### src/rtl/fp_round_pipe_if.sv
// Handshake bundle for the FP normalise+round pipe: input beat, result beat and flags.
interface fp_round_pipe_if #(
  parameter int EXP_WIDTH  = 8,
  parameter int MANT_WIDTH = 23,
  parameter int PROD_WIDTH = 2 * (MANT_WIDTH + 1)
);
  logic                    in_valid;
  logic                    in_ready;
  logic [PROD_WIDTH-1:0]   in_prod;
  logic [EXP_WIDTH+1:0]    in_exp;
  logic                    in_sign;
  logic [1:0]              in_rmode;
  logic                    out_valid;
  logic                    out_ready;
  logic                    out_sign;
  logic [EXP_WIDTH-1:0]    out_exp;
  logic [MANT_WIDTH-1:0]   out_mant;
  logic                    out_inexact;
  logic                    out_overflow;
  logic                    out_underflow;

  modport master (
    output in_valid, in_prod, in_exp, in_sign, in_rmode, out_ready,
    input  in_ready, out_valid, out_sign, out_exp, out_mant,
           out_inexact, out_overflow, out_underflow
  );

  modport slave (
    input  in_valid, in_prod, in_exp, in_sign, in_rmode, out_ready,
    output in_ready, out_valid, out_sign, out_exp, out_mant,
           out_inexact, out_overflow, out_underflow
  );
endinterface

### src/rtl/fp_round_pipe.sv
// Two-stage normalise (stage 1) and round/saturate/flush (stage 2) for the FP multiplier.
module fp_round_pipe #(
  parameter int IS_DOUBLE  = 0,
  parameter int EXP_WIDTH  = IS_DOUBLE ? 11 : 8,
  parameter int MANT_WIDTH = IS_DOUBLE ? 52 : 23,
  parameter int PROD_WIDTH = 2 * (MANT_WIDTH + 1)
) (
  input  logic             clk,
  input  logic             rst,
  fp_round_pipe_if.slave   bus
);
  localparam int E = EXP_WIDTH;
  localparam int M = MANT_WIDTH;
  localparam int P = PROD_WIDTH;
  localparam int STAGES = 2;
  localparam logic [E+2:0] EXP_INF = (E+3)'((1 << E) - 1);

  typedef struct packed {
    logic          sign;
    logic [1:0]    rmode;
    logic          zero;
    logic [E+1:0]  exp;
    logic [M-1:0]  mant;
    logic          guard;
    logic          sticky;
  } norm_t;

  typedef struct packed {
    logic          sign;
    logic [E-1:0]  exp;
    logic [M-1:0]  mant;
    logic          inexact;
    logic          overflow;
    logic          underflow;
  } res_t;

  logic [STAGES:1] vld_pipe;
  norm_t           s1_n, s1_q;
  res_t            res_n, res_q;
  logic            s2_load, s1_moves, in_ready, top;

  assign s2_load  = !vld_pipe[2] || bus.out_ready;
  assign s1_moves = vld_pipe[1] && s2_load;
  assign in_ready = !vld_pipe[1] || s1_moves;

  // Product in [2,4) keeps the window at the top; in [1,2) it slides down one bit.
  assign top = bus.in_prod[P-1];

  always_comb begin
    s1_n        = '0;
    s1_n.sign   = bus.in_sign;
    s1_n.rmode  = bus.in_rmode;
    s1_n.zero   = (bus.in_prod == '0);
    s1_n.exp    = bus.in_exp + {{(E+1){1'b0}}, top};
    s1_n.mant   = top ? bus.in_prod[P-2 -: M] : bus.in_prod[P-3 -: M];
    s1_n.guard  = top ? bus.in_prod[P-M-2]    : bus.in_prod[P-M-3];
    s1_n.sticky = top ? |bus.in_prod[P-M-3:0] : |bus.in_prod[P-M-4:0];
  end

  logic         inc, gs, to_inf;
  logic [M:0]   sum;
  logic [E+2:0] exp_r;

  always_comb begin
    gs = s1_q.guard | s1_q.sticky;
    unique case (s1_q.rmode)
      2'b00:   inc = 1'b0;
      2'b01:   inc = !s1_q.sign & gs;
      2'b10:   inc = s1_q.sign & gs;
      default: inc = s1_q.guard & (s1_q.sticky | s1_q.mant[0]);
    endcase
    // Carry out of the fraction leaves sum[M-1:0] at zero, so only the exponent bumps.
    sum    = {1'b0, s1_q.mant} + {{M{1'b0}}, inc};
    exp_r  = {s1_q.exp[E+1], s1_q.exp} + {{(E+2){1'b0}}, sum[M]};
    to_inf = (s1_q.rmode == 2'b11) || (s1_q.rmode == 2'b01 && !s1_q.sign)
          || (s1_q.rmode == 2'b10 && s1_q.sign);

    res_n           = '0;
    res_n.sign      = s1_q.sign;
    res_n.exp       = exp_r[E-1:0];
    res_n.mant      = sum[M-1:0];
    res_n.inexact   = gs;
    if (s1_q.zero) begin
      res_n.exp     = '0;
      res_n.mant    = '0;
      res_n.inexact = 1'b0;
    end else if (!exp_r[E+2] && exp_r >= EXP_INF) begin
      res_n.overflow = 1'b1;
      res_n.inexact  = 1'b1;
      res_n.exp      = to_inf ? '1 : {{(E-1){1'b1}}, 1'b0};
      res_n.mant     = to_inf ? '0 : '1;
    end else if (exp_r[E+2] || exp_r == '0) begin
      res_n.underflow = 1'b1;
      res_n.inexact   = 1'b1;
      res_n.exp       = '0;
      res_n.mant      = '0;
    end
  end

  always_ff @(posedge clk) begin
    if (rst) begin
      vld_pipe <= '0;
      s1_q     <= '0;
      res_q    <= '0;
    end else begin
      if (in_ready) vld_pipe[1] <= bus.in_valid;
      if (in_ready && bus.in_valid) s1_q <= s1_n;
      if (s2_load) vld_pipe[2] <= vld_pipe[1];
      if (s1_moves) res_q <= res_n;
    end
  end

  assign bus.in_ready      = in_ready;
  assign bus.out_valid     = vld_pipe[2];
  assign bus.out_sign      = res_q.sign;
  assign bus.out_exp       = res_q.exp;
  assign bus.out_mant      = res_q.mant;
  assign bus.out_inexact   = res_q.inexact;
  assign bus.out_overflow  = res_q.overflow;
  assign bus.out_underflow = res_q.underflow;
endmodule
### src/flat_wrapper.sv
// flat-port wrapper written by rule: the top's interface ports become plain ports
module fp_round_pipe_flat 
#(
  parameter int IS_DOUBLE  = 0,
  parameter int EXP_WIDTH  = IS_DOUBLE ? 11 : 8,
  parameter int MANT_WIDTH = IS_DOUBLE ? 52 : 23,
  parameter int PROD_WIDTH = 2 * (MANT_WIDTH + 1)
)
  (clk, rst, bus_in_valid, bus_in_prod, bus_in_exp, bus_in_sign, bus_in_rmode, bus_out_ready, bus_in_ready, bus_out_valid, bus_out_sign, bus_out_exp, bus_out_mant, bus_out_inexact, bus_out_overflow, bus_out_underflow);
  fp_round_pipe_if #(.EXP_WIDTH(EXP_WIDTH), .MANT_WIDTH(MANT_WIDTH), .PROD_WIDTH(PROD_WIDTH)) bus_i ();
  input  logic clk;
  input  logic rst;
  input wire logic [$bits(bus_i.in_valid)-1:0] bus_in_valid;
  input wire logic [$bits(bus_i.in_prod)-1:0] bus_in_prod;
  input wire logic [$bits(bus_i.in_exp)-1:0] bus_in_exp;
  input wire logic [$bits(bus_i.in_sign)-1:0] bus_in_sign;
  input wire logic [$bits(bus_i.in_rmode)-1:0] bus_in_rmode;
  input wire logic [$bits(bus_i.out_ready)-1:0] bus_out_ready;
  output wire logic [$bits(bus_i.in_ready)-1:0] bus_in_ready;
  output wire logic [$bits(bus_i.out_valid)-1:0] bus_out_valid;
  output wire logic [$bits(bus_i.out_sign)-1:0] bus_out_sign;
  output wire logic [$bits(bus_i.out_exp)-1:0] bus_out_exp;
  output wire logic [$bits(bus_i.out_mant)-1:0] bus_out_mant;
  output wire logic [$bits(bus_i.out_inexact)-1:0] bus_out_inexact;
  output wire logic [$bits(bus_i.out_overflow)-1:0] bus_out_overflow;
  output wire logic [$bits(bus_i.out_underflow)-1:0] bus_out_underflow;
  assign bus_i.in_valid = bus_in_valid;
  assign bus_i.in_prod = bus_in_prod;
  assign bus_i.in_exp = bus_in_exp;
  assign bus_i.in_sign = bus_in_sign;
  assign bus_i.in_rmode = bus_in_rmode;
  assign bus_i.out_ready = bus_out_ready;
  assign bus_in_ready = bus_i.in_ready;
  assign bus_out_valid = bus_i.out_valid;
  assign bus_out_sign = bus_i.out_sign;
  assign bus_out_exp = bus_i.out_exp;
  assign bus_out_mant = bus_i.out_mant;
  assign bus_out_inexact = bus_i.out_inexact;
  assign bus_out_overflow = bus_i.out_overflow;
  assign bus_out_underflow = bus_i.out_underflow;
  fp_round_pipe #(.IS_DOUBLE(IS_DOUBLE), .EXP_WIDTH(EXP_WIDTH), .MANT_WIDTH(MANT_WIDTH), .PROD_WIDTH(PROD_WIDTH)) u_core (.clk(clk), .rst(rst), .bus(bus_i));
endmodule
### config.mk
export PLATFORM = sky130hd
export DESIGN_NAME = fp_round_pipe_flat
export DESIGN_NICKNAME = d
export VERILOG_FILES = /design/src/rtl/fp_round_pipe_if.sv /design/src/rtl/fp_round_pipe.sv /design/src/flat_wrapper.sv
export SDC_FILE = /design/constraint.sdc
export NUM_CORES = 1
export LEC_CHECK = 0
export CORE_MARGIN = 10
export CORE_UTILIZATION = 53
export CTS_CLUSTER_SIZE = 25
export DETAILED_ROUTE_END_ITERATION = 6
export PLACE_DENSITY = 0.86
export REMOVE_ABC_BUFFERS = 1
export SYNTH_ARGS = -nofsm -noshare
export SYNTH_HDL_FRONTEND = slang
export SYNTH_SLANG_ARGS = --single-unit
### constraint.sdc
create_clock -name clk -period 12.6 [get_ports clk]
set_clock_uncertainty 0.15 [all_clocks]
set_input_delay 2.52 -clock clk [delete_from_list [all_inputs] [get_ports clk]]
set_output_delay 2.52 -clock clk [all_outputs]
set_load 0.03 [all_outputs]
# Yosys cells after proc, flatten, opt, wreduce, memory -nomap -nowiden
# Cells that the tools add are included.
# classes
reduce_logical	19
mux	13
addsub	3
bitwise	5
order_cmp	1
shift	0
n_mul	0
n_eq_ne	3
n_div	0
# ops
operator	count
2-to-1 mux 32 bit	3
zero test 48 bit	1
2-to-1 mux 23 bit	2
adder 23 x 1 -> 24 bit	1
OR reduction 23 bit	1
OR reduction 22 bit	1
adder 10 x 2 -> 11 bit	1
>= comparator 11 x 8 -> 1 bit (second input constant)	1
zero test 11 bit	1
adder 10 x 1 -> 10 bit	1
2-to-1 mux 1 bit	6
logical AND 1 bit	5
logical OR 1 bit	5
== test 2 bit (second input constant)	2
zero test 1 bit	4
AND 1 bit	3
case mux 1 bit (3 select lines)	1
== test 2 x 1 -> 1 bit (second input constant)	1
zero test 2 bit	1
2-to-1 mux 2 bit	1
OR 1 bit	2
# word_totals
elab_cells	59
output_inout_bits	37
romBits	0
memories	0
register_bits	76
input_bits	65
latch_bits	0
ram_bits	0

# Logic depth before layout (Yosys ltp)
# logic_depth
ltp_word	10
mapped_depth	20

# Worst setup path before layout
# No wires, ideal clock.
# synth_path
path_type	input -> output
start	input port bus_out_ready
end	output port bus_in_ready
t_required_ns	9.930
arrival_time_ns	2.934
cell_stages	2
path_buffers	0
path_slack_ns	6.996
cell_sequence	nor2b_1 -> nand2_1
# synth_via
elab_chain_len	3
# synth_lines
item	line_no	source
start: declaration	flat_wrapper.sv:18	input wire logic [$bits(bus_i.out_ready)-1:0] bus_out_ready;
logical OR 1 bit	fp_round_pipe.sv:42	assign s2_load = !vld_pipe[2] || bus.out_ready;
logical AND 1 bit	fp_round_pipe.sv:43	assign s1_moves = vld_pipe[1] && s2_load;
logical OR 1 bit	fp_round_pipe.sv:44	assign in_ready = !vld_pipe[1] || s1_moves;
end: declaration	flat_wrapper.sv:19	output wire logic [$bits(bus_i.in_ready)-1:0] bus_in_ready;
# No other way between the ends.

# Worst setup path after layout
# Same ends and word-level chain as after synthesis.

==> results.yml <==
outcome:
  status: "finished clean"
routing:
  drc: 0
  drt.antenna.violating_nets: 0
  first_drt_iteration_drcs: 137
  vias_after_detailed_routing: 3619
  postRouteWirelength_mm: 10.1
  routed_via_density: 5.65
  first_pass_iters: 4
  wire_per_inst_um: 15.8
clock_tree:
  cts.htree.levels: 3
  clock-sinks: 76
  tritoncts.num_buffers: 9
  cts_hold_buffers: 0
  cts_setup_buffers: 0
  cts.reportedPaths.clkPinSlew_ns: 0.07
  insertion_delay_ns: 0.35
  cts_buffer_depth: 2
  cts_root_buf: "clkbuf_8"
  cts_resized: 0
  tritoncts: "done"
grt:
  grt_antenna_before_repair: 0
  track_usage_pct: 17.6
  grt_first_pass_wirelength_mm: 16.6
  largest_net_degree_at_the_start_of_global_routing: 71
  grt_overflow_total: 0
  grt_pass1_vias: 3520
worst_setup_path:
  critical-path-top-delay-family: "buffers and inverters"
  reg2reg_slack_ns: 7.46
  startpoint_type: "input pin"
  cp_num_buf_inv: 2
  max_stage_delay_ns: 0.62
  critPathKind: "input pin to output port"
  timing.critical_path.slowest_stage_cell: "clkdlybuf4s50_1"
  max_fanout_on_critical_path: 4
  crit_top_cell: "clkdlybuf4s50_1"
  arrival_ns: 3.88
  crit_path_cell_trace: "clkdlybuf4s50_1 -> nor2b_1 -> nand2_1 -> clkdlybuf4s50_1"
  critPathRequiredTime_ns: 9.93
  worstSetupEndpointType: "output port"
synth:
  synth_async_sr_flop_share_pct: 0
  synthesis.area_mm2: 0.00393
  synth_edf_count: 0
  synth_ff_type: "dfxtp_1"
  ys_ff_latch: 76
  post_synth.cell_area_avg_um2: 8.70
  synthDistinctLibCells: 42
  yosys_warnings: 0
  synthesis.instances: 452
  yosysSeqAreaShare_pct: 38.7
job:
  drv.max_cap_violation_count: 0
timing:
  fmax_achieved_mhz: 153
  final_max_slew_viol_count: 0
  hold_viol: 0
  period_share_pct: 52.0
  report.final.setup_viol: 0
  totalNegativeSetupSlack_ns: 0
  period_needed_ns: 6.55
  slew-limit-headroom_pct: 24.4
  worst_slew_pin_slew_ns: 1.13
  unrepaired_setup_endpoints_after_global_routing: "no"
placed_design:
  dpl.hpwl_mm: 7.97
  placement.cell_area_mm2: 0.00494
  gp_congestion: 0.932
  port-buffer-count: 101
hold_path:
  holdCritPathClass: "flip-flop to flip-flop"
floorplan:
  initial_utilization_pct: 54.5
  fp.coreArea_mm2: 0.00721
  std_cell_rows: 31
  die_w_um: 106
  die_area_mm2: 0.0113
  ioPinCount: 102
  die_height_um: 106
final_layout:
  post_route_cells_drive_above_1_share_pct: 4.99
  n_antenna_cell: 0
  num-nets-final: 609
  finish.instance_area_mm2: 0.00513
  area_occupied_by_multi_input_gates_mm2: 0.00224
  register_area_mm2: 0.00152
  fillCellCount: 594
  flow.area_growth_from_synthesis_pct: 30.5
power_and_ir_drop:
  power.ir.vdd_worst_v: 0.0000587
  combinational_cell_fraction_of_total_power_pct: 20.1
  p_leak_nw: 1.89
  power.share.switching_pct: 29.0
  pwr-share-clk_pct: 31.9
  internal_power_mw: 0.404
  sequentialPowerShare_pct: 48.1
  net_load_switching_power_mw: 0.165
  power_density_mw_per_mm2: 111
[per-layer routing]
layer	vias to the layer above	global-route usage (%)	wire, µm
met1	1653	21.3	4460
met4	0	6.67	154
li1	1832	-	-
met2	122	28.3	4620
met3	12	5.86	886
met5	-	0	0
[synth_stat cells (2+ instances only)]
cell type	n	area share, %
dfxtp_1	76	39
nor2_1	53	5.1
nand2_1	45	4.3
a211oi_1	36	6.9
mux2i_1	26	6.6
xnor2_1	20	4.5
clkbuf_1	19	1.8
nand3_1	17	2.2
nand4_1	16	2.5
xor2_1	16	3.6
a21oi_1	15	1.9
a22o_1	15	3.3
nor4_1	13	2.1
a221o_1	9	2.3
ha_1	8	2.5
nor3_1	7	0.89
o21ai_0	6	0.76
a22oi_1	5	0.95
or3_1	5	0.80
and2_1	4	0.64
buf_2	4	0.51
inv_1	4	0.38
and4_1	3	0.67
buf_1	3	0.29
buf_6	3	0.86
nand2b_1	3	0.48
nor2b_1	3	0.48
a31o_2	2	0.45
and3_1	2	0.32
buf_4	2	0.38
[power groups by stage]
stage                     Combinational (mW)  Clock [mW]  Sequential (mW)
final                                  0.114       0.181            0.274
after global routing                   0.124       0.192            0.276
after CTS                              0.115       0.183            0.273
after detailed placement               0.114           0            0.279
after global placement                 0.111           0            0.278
after floorplan                       0.0484           0            0.288
[kinds of logic (layout without fill, tap and decap cells)]
group / count (synthesis) / count (layout) / synth area share (%)
adder cells (fa/ha/maj): 8 / 8 / 2.55
buffers and inverters: 35 / 124 / 4.23
XOR/XNOR: 36 / 36 / 8.02
AO/OA/AOI/OAI: 96 / 96 / 18.5
multiplexers: 26 / 26 / 6.62
flip-flops: 76 / 76 / 38.7
AND/OR/NAND/NOR: 175 / 175 / 21.4
[layout make-up]
| type | count | share of cell area, % |
|---|---|---|
| Inverter | 4 | 0.293 |
| Clock buffer | 10 | 2.49 |
| Multi-Input combinational cell | 341 | 43.7 |
| Clock inverter | 6 | 1.27 |
| Sequential cell | 76 | 29.7 |
| Timing Repair Buffer | 104 | 20.1 |
| Tap cell | 99 | 2.41 |
[path summary, 6_finish.rpt]
| path | start | endpoint | depth (start not counted) |
|---|---|---|---|
| setup reg to reg | u_core.s1_q[36] | u_core.bus.out_mant[16] | 16 |
| hold / removal | u_core.bus.out_exp[1] | u_core.bus.out_exp[1] | 2 |
| setup / recovery | bus_out_ready | bus_in_ready | 4 |
| hold reg to reg | u_core.bus.out_exp[1] | u_core.bus.out_exp[1] | 2 |
[flip-flops by register name, summed over array words and instances, names as in the netlist]
signal / count
u_core.s1_q: 38
u_core.bus.out_mant: 23
u_core.bus.out_exp: 8
u_core.vld_pipe: 2
u_core.bus.out_inexact: 1
u_core.bus.out_overflow: 1
u_core.bus.out_sign: 1
u_core.bus.out_underflow: 1
u_core.res_n: 1
[tightest hold or removal path: stages, from the launching register on]
cell     delay [ns]
dfxtp_1        0.31
nand2_1        0.05
a21oi_1        0.05
[metrics by stage]
step	power (mW)	util [%]	hold WS (ns)	worst slack [ns]	cells
finish	0.569	71.1	0.307	6.05	640
global route	0.593	71.1	0.328	5.97	640
CTS	0.571	71.1	0.311	6.05	640
detailed placement	0.393	68.5	0.300	6.05	624
global placement	0.389	68.5	0.292	6.11	624
floorplan	0.336	-	0.285	7.00	421
[cells in the final DEF, fill, tap and decap left out, drive strengths merged, types with 2 or more instances in the layout]
cell type / count
a211oi: 37
a21oi: 15
a221o: 9
a22o: 15
a22oi: 5
a31o: 2
and2: 4
and3: 3
and4: 3
buf: 3
clkbuf: 10
clkdlybuf4s50: 101
clkinvlp: 4
dfxtp: 76
ha: 8
inv: 4
mux2i: 26
nand2: 45
nand2b: 3
nand3: 17
nand4: 16
nor2: 53
nor2b: 3
nor3: 8
nor4: 14
o21ai: 6
or3: 5
xnor2: 20
xor2: 16
No activity file was read; power rests on OpenSTA's default activity.
